## src/rtl/hartslag_meter.sv

```systemverilog
// hartslag_meter: heart-rate meter with prescaler, refractory window,
// 2^AVG_LOG-beat period averaging, iterative BPM divider and loss detection.
module hartslag_meter #(
    parameter int OUT_W         = 8,
    parameter int CNT_W         = 16,
    parameter int AVG_LOG       = 2,
    parameter int TICKS_PER_MIN = 6000,
    parameter int REFRACT       = 25,
    parameter int TIMEOUT       = 300
) (
    input  logic             clk,
    input  logic             reset,
    input  logic [7:0]       ClockSnelheid,
    input  logic             hartslagIngang,
    output logic [OUT_W-1:0] hartslag,
    output logic             hartslag_valid,
    output logic             beat,
    output logic             geen_hartslag
);
    localparam int DIV_W = $clog2(TICKS_PER_MIN + 1);
    localparam int DEPTH = 1 << AVG_LOG;
    localparam int SUM_W = CNT_W + AVG_LOG;
    localparam int CW    = $clog2(DIV_W + 1);
    localparam int QW    = DIV_W > OUT_W ? DIV_W : OUT_W;
    localparam logic [DIV_W-1:0] DIVIDEND = DIV_W'(TICKS_PER_MIN);
    localparam logic [QW-1:0]    QMAX     = QW'((1 << OUT_W) - 1);
    localparam logic [CNT_W-1:0] TO       = CNT_W'(TIMEOUT);
    localparam logic [CNT_W-1:0] RF       = CNT_W'(REFRACT);

    typedef enum logic [1:0] {IDLE, MEASURE, DIVIDE} state_t;

    state_t             state_q, state_d;
    logic               s1_q, s2_q, s3_q, edge_q;
    logic [7:0]         pc_q, pc_d;
    logic [CNT_W-1:0]   pcnt_q, pcnt_d, sample_q, sample_d;
    logic               push_q, push_d, pend_q, pend_d, to_q, to_d, first_q, first_d;
    logic [CNT_W-1:0]   win_q [DEPTH];
    logic [CNT_W-1:0]   win_d [DEPTH];
    logic [SUM_W-1:0]   sum_q, sum_d;
    logic [CNT_W-1:0]   div_q, div_d, rem_q, rem_d;
    logic [DIV_W-1:0]   num_q, num_d;
    logic [CW-1:0]      cnt_q, cnt_d;
    logic [OUT_W-1:0]   hartslag_q, hartslag_d;
    logic               valid_q, valid_d, beat_q, beat_d, geen_q, geen_d;
    logic               tick, to_hit, accept, ge, sat, last, start, give_up;
    logic [CNT_W-1:0]   pcnt_inc, avg;
    logic [CNT_W:0]     rem_sh;
    logic [DIV_W-1:0]   q_fin;

    // Two-flop synchroniser, then a registered rising-edge detect.
    always_ff @(posedge clk or negedge reset) begin
        if (!reset) begin
            {s1_q, s2_q, s3_q, edge_q} <= '0;
        end else begin
            s1_q   <= hartslagIngang;
            s2_q   <= s1_q;
            s3_q   <= s2_q;
            edge_q <= s2_q & ~s3_q;
        end
    end

    always_ff @(posedge clk or negedge reset) begin
        if (!reset) begin
            state_q    <= IDLE;
            pc_q       <= '0;
            pcnt_q     <= '0;
            sample_q   <= '0;
            push_q     <= 1'b0;
            pend_q     <= 1'b0;
            to_q       <= 1'b0;
            first_q    <= 1'b1;
            win_q      <= '{default: '0};
            sum_q      <= '0;
            div_q      <= '0;
            rem_q      <= '0;
            num_q      <= '0;
            cnt_q      <= '0;
            hartslag_q <= '0;
            valid_q    <= 1'b0;
            beat_q     <= 1'b0;
            geen_q     <= 1'b1;
        end else begin
            state_q    <= state_d;
            pc_q       <= pc_d;
            pcnt_q     <= pcnt_d;
            sample_q   <= sample_d;
            push_q     <= push_d;
            pend_q     <= pend_d;
            to_q       <= to_d;
            first_q    <= first_d;
            win_q      <= win_d;
            sum_q      <= sum_d;
            div_q      <= div_d;
            rem_q      <= rem_d;
            num_q      <= num_d;
            cnt_q      <= cnt_d;
            hartslag_q <= hartslag_d;
            valid_q    <= valid_d;
            beat_q     <= beat_d;
            geen_q     <= geen_d;
        end
    end

    always_comb begin
        tick       = pc_q >= ClockSnelheid;
        pc_d       = tick ? 8'd0 : pc_q + 8'd1;
        // The tick landing on the accepting clock still belongs to the closing period.
        pcnt_inc   = (tick && pcnt_q != '1) ? pcnt_q + CNT_W'(1) : pcnt_q;
        to_hit     = pcnt_q >= TO;
        accept     = edge_q && (state_q == IDLE || pcnt_inc >= RF) && !(state_q == MEASURE && to_hit);
        avg        = CNT_W'(sum_q >> AVG_LOG);
        rem_sh     = {rem_q, num_q[DIV_W-1]};
        ge         = rem_sh >= {1'b0, div_q};
        q_fin      = {num_q[DIV_W-2:0], ge};
        sat        = div_q == '0 || QW'(q_fin) > QMAX;
        last       = cnt_q == CW'(DIV_W - 1);
        start      = 1'b0;
        give_up    = 1'b0;
        state_d    = state_q;
        pcnt_d     = accept ? '0 : pcnt_inc;
        sample_d   = accept ? pcnt_inc : sample_q;
        push_d     = accept && state_q != IDLE;
        beat_d     = accept;
        pend_d     = pend_q;
        to_d       = to_q || (state_q == DIVIDE && to_hit);
        first_d    = first_q;
        win_d      = win_q;
        sum_d      = sum_q;
        div_d      = div_q;
        rem_d      = rem_q;
        num_d      = num_q;
        cnt_d      = cnt_q;
        hartslag_d = hartslag_q;
        valid_d    = 1'b0;
        geen_d     = geen_q;
        if (push_q) begin
            for (int i = DEPTH - 1; i > 0; i--) win_d[i] = first_q ? sample_q : win_q[i-1];
            win_d[0] = sample_q;
            sum_d    = first_q ? SUM_W'(sample_q) << AVG_LOG
                               : sum_q + SUM_W'(sample_q) - SUM_W'(win_q[DEPTH-1]);
            first_d  = 1'b0;
            pend_d   = 1'b1;
        end
        if (state_q == IDLE) begin
            state_d = accept ? MEASURE : IDLE;
        end else if (state_q == MEASURE) begin
            give_up = to_hit;
            start   = !to_hit && pend_q;
        end else begin
            rem_d = ge ? CNT_W'(rem_sh - {1'b0, div_q}) : rem_sh[CNT_W-1:0];
            num_d = q_fin;
            cnt_d = cnt_q + CW'(1);
            if (last) begin
                hartslag_d = sat ? OUT_W'(QMAX) : OUT_W'(q_fin);
                valid_d    = 1'b1;
                geen_d     = 1'b0;
                state_d    = MEASURE;
                give_up    = to_q || to_hit;
                start      = !(to_q || to_hit) && pend_q;
            end
        end
        if (start) begin
            state_d = DIVIDE;
            div_d   = avg;
            rem_d   = '0;
            num_d   = DIVIDEND;
            cnt_d   = '0;
            pend_d  = push_q;
        end
        // Loss of heartbeat outranks any result or pending division.
        if (give_up) begin
            state_d    = IDLE;
            hartslag_d = '0;
            valid_d    = 1'b1;
            geen_d     = 1'b1;
            win_d      = '{default: '0};
            sum_d      = '0;
            first_d    = 1'b1;
            pend_d     = 1'b0;
            to_d       = 1'b0;
        end
    end

    assign hartslag       = hartslag_q;
    assign hartslag_valid = valid_q;
    assign beat           = beat_q;
    assign geen_hartslag  = geen_q;
endmodule
```

## config.mk

```make
export PLATFORM = sky130hd
export DESIGN_NAME = hartslag_meter
export DESIGN_NICKNAME = d
export VERILOG_FILES = /design/src/rtl/hartslag_meter.sv
export SDC_FILE = /design/constraint.sdc
export NUM_CORES = 1
export LEC_CHECK = 0
export CAP_MARGIN = 15
export CORE_UTILIZATION = 60
export CTS_CLUSTER_SIZE = 25
export DETAILED_ROUTE_END_ITERATION = 6
export HOLD_SLACK_MARGIN = 0.08
export PLACE_DENSITY = 0.77
export RECOVER_POWER = 25
export SYNTH_ARGS = -nofsm -noshare
export SYNTH_HDL_FRONTEND = slang
export SYNTH_SLANG_ARGS = --single-unit
```

## constraint.sdc

```tcl
create_clock -name clk -period 4 [get_ports clk]
set_clock_uncertainty 0.05 [all_clocks]
set_input_delay 0.6 -clock clk [delete_from_list [all_inputs] [get_ports clk]]
set_output_delay 0.6 -clock clk [all_outputs]
set_load 0.1 [all_outputs]
```

==> impl_metrics.toml <==
[outcome]
status = "complete, but fails checks"
violations = "max-capacitance violations, max-slew violations"

[timing]
fin_crit_sh_pct = 90.14
rsz0062_at_grt = "false"
tightest_slew_ns = 2.798
setup_viol = 0
fin_ws_ns = 0.3944
fin_crit_ns = 3.606
max_slew_margin_pct = -86.51
finalHoldViolations = 0
slew_viol_final = 115
final.setup.tns_ns = 0
fmax_ghz = 0.2773

[die]
die_h_um = 135.9
die_w_um = 135.9
dieArea_mm2 = 0.01847
start_util_pct = 61.77
core_area_mm2 = 0.01742
num_rows = 48
io_pins = 22

[logic_synthesis]
post-synth-top-count-cell = "dfrtp_1"
synth.cell_area_mm2 = 0.01076
synth_xor_area_share_pct = 3.907
yosysWarningCount = 0
synthFlopType = "dfrtp_1"
synth_top_area_cell = "dfrtp_1"
synthTopCellsByCount = "dfrtp_1, nor2_1, nand2_1"
synth_top_cell_area_share_pct = 44.19
synth_cells = 1140
synthTopCellsByArea = "dfrtp_1, ha_1, mux2i_1, nor2_1, nand2_1"
synth_area_per_cell_um2 = 9.438
synthSimpleGateAreaFrac_pct = 14.82
synth_fa_ha_area_share_pct = 8.629
synth_compound_area_share_pct = 16.54
synth-seq-cells = 192
synth_mux_area_share_pct = 5.652
synth_top_family_by_area = "compound AO/OA/AOI/OAI gates"
yosysUniqueCellTypes = 70
async_flop_share_pct = 100.0
seq_area_frac_synth_pct = 44.68
synth_nets = 1215
synth-edff-count = 0

[finish]
utilization_pct = 68.13
drive_gt1_share_pct = 6.557
fin_nets = 1222
syn_to_final_growth_pct = 10.28
diodes = 0

[pwr]
power.density_mw_per_mm2 = 960.4
ir_worst_vdd_mv = 0.6130
p_leak_nw = 5.336

[clock_tree]
cts.reportedPaths.clkPinSlew_ns = 0.07
clock_latency_ns = 0.44
cts_tree = "done"
cts_htree_levels = 4
cts_hold_buf = 0
cts.path.max_buffers = 2
cts_resized = 0
cts_made_buffers = 17
cts_sinks = 192
cts-root-buf = "clkbuf_16"
post_cts_buffers = 0

[placed_design]
gp_congestion = 0.9177
io_buffers = 21
hpwl_um = 15770
pre_cts_ws_ns = 0.06443

[setup_path]
arrival_ns = 3.92
critPathCaptureType = "register"
worstPathMaxFanout = 6
cp.required_ns = 4.31
crit_path_start_kind = "register"
critPathKind = "register to register"

[routing]
ant_nets = 0
drt_iter0_drc = 588
drt-wirelength-per-cell_um = 16.59
wirelength_um = 22960
via_count = 8171
drc_errors = 0
drtPass1Iterations = 6
vias_per_cell = 5.904

[grt]
grt_first_pass_wirelength_um = 39010
grt_overflow = 0
grt_pass1_vias = 7895
grt_usage_pct = 27.05
antenna_found_initial = 0
grt_max_degree = 115

[run]
maxCapViolations = 1

[min_path]
min_path_type = "register to register"
==> path summary, 6_finish.rpt <==
check / cells after the start / slack (ns) / start / endpoint
worst max-delay path: 13 / 0.39 / sample_q[7]$_DFFE_PN0P_ / sum_q[17]$_DFFE_PN0P_
worst min-delay path: 0 / 0.30 / s1_q$_DFF_PN0_ / s2_q$_DFF_PN0_
worst max register to register: 13 / 0.39 / sample_q[7]$_DFFE_PN0P_ / sum_q[17]$_DFFE_PN0P_
worst min register to register: 0 / 0.30 / s1_q$_DFF_PN0_ / s2_q$_DFF_PN0_
max in group asynchronous: 1 / 0.91 / reset / push_q$_DFF_PN0_
min in group asynchronous: 1 / 0.99 / reset / hartslag[6]$_DFFE_PN0P_
==> kinds of logic after synthesis <==
logic type | after synthesis
and+or+nand+nor | 357
DFF | 192
muxes | 60
buffers and inverters | 159
adders and majority gates | 64
AOI/OAI and AO/OA | 260
xor gates and xnor gates | 48
==> layout make-up <==
cell class              instances  area (µm²)
fillers                      1383        5552
clock buffers                  18       439.2
flip-flops and latches        192        4811
multi-input cells             789        5355
clock inverters                13       200.2
well taps                     225       281.5
repair buffers                 41       380.4
inverters                     106       397.9
==> registers in the layout, indices dropped and copies added, names as in the netlist, 2 cells and up <==
| signal | cells |
|---|---|
| win_q | 64 |
| sum_q | 18 |
| div_q | 16 |
| pcnt_q | 16 |
| rem_q | 16 |
| sample_q | 16 |
| num_q | 13 |
| hartslag | 8 |
| pc_q | 8 |
| cnt_q | 4 |
| state_q | 2 |
==> metal layers <==
layer	share of wire, %	wire length [µm]	GRT usage [%]	up-vias
li1	-	-	-	4003
met1	45	10410	36.32	3952
met2	48	11130	44.27	184
met3	4.2	959	5.369	32
met4	2.0	463	8.272	0
met5	0	0	0	-
==> report_power, final <==
| group | internal (mW) | switching, mW | total (mW) |
|---|---|---|---|
| clock network | 1.08 | 0.776 | 1.85 |
| registers | 2.70 | 0.593 | 3.29 |
| logic | 2.54 | 3.71 | 6.25 |
==> placed cells by master (no fill, tap or decap), types with 26 or more instances in the layout <==
master    count
a211oi_1     32
xnor2_1      26
ha_1         47
o21ai_0      64
inv_1       105
a21oi_1      48
nand2_1     113
mux2i_1      57
dfrtp_1     189
nand3_1      29
nor2_1      132
==> per-stage QoR <==
step,hold slack (ns),area (µm²),power (mW),instances
3_5_place_dp,0.2941,11230,9.462,1353
4_1_cts,0.2702,11870,11.40,1384
5_1_grt,0.3182,11870,12.37,1384
6_report,0.3004,11870,11.40,1384
3_3_place_gp,0.2821,11230,9.252,1353
2_1_floorplan,0.2544,10760,8.110,1140
==> worst max-delay path, stage by stage, from the launching register on <==
cell       delay [ns]
dfrtp_1          0.48
inv_1            0.11
fa_1             0.55
inv_1            0.05
ha_1             0.38
nand3_1          0.12
nor4_1           0.38
o2111ai_1        0.23
a31oi_1          0.29
a31oi_1          0.18
o21ba_2          0.23
nor4bb_1         0.25
a21oi_1          0.07
a31oi_1          0.16
No activity file was read; power rests on OpenSTA's default activity.
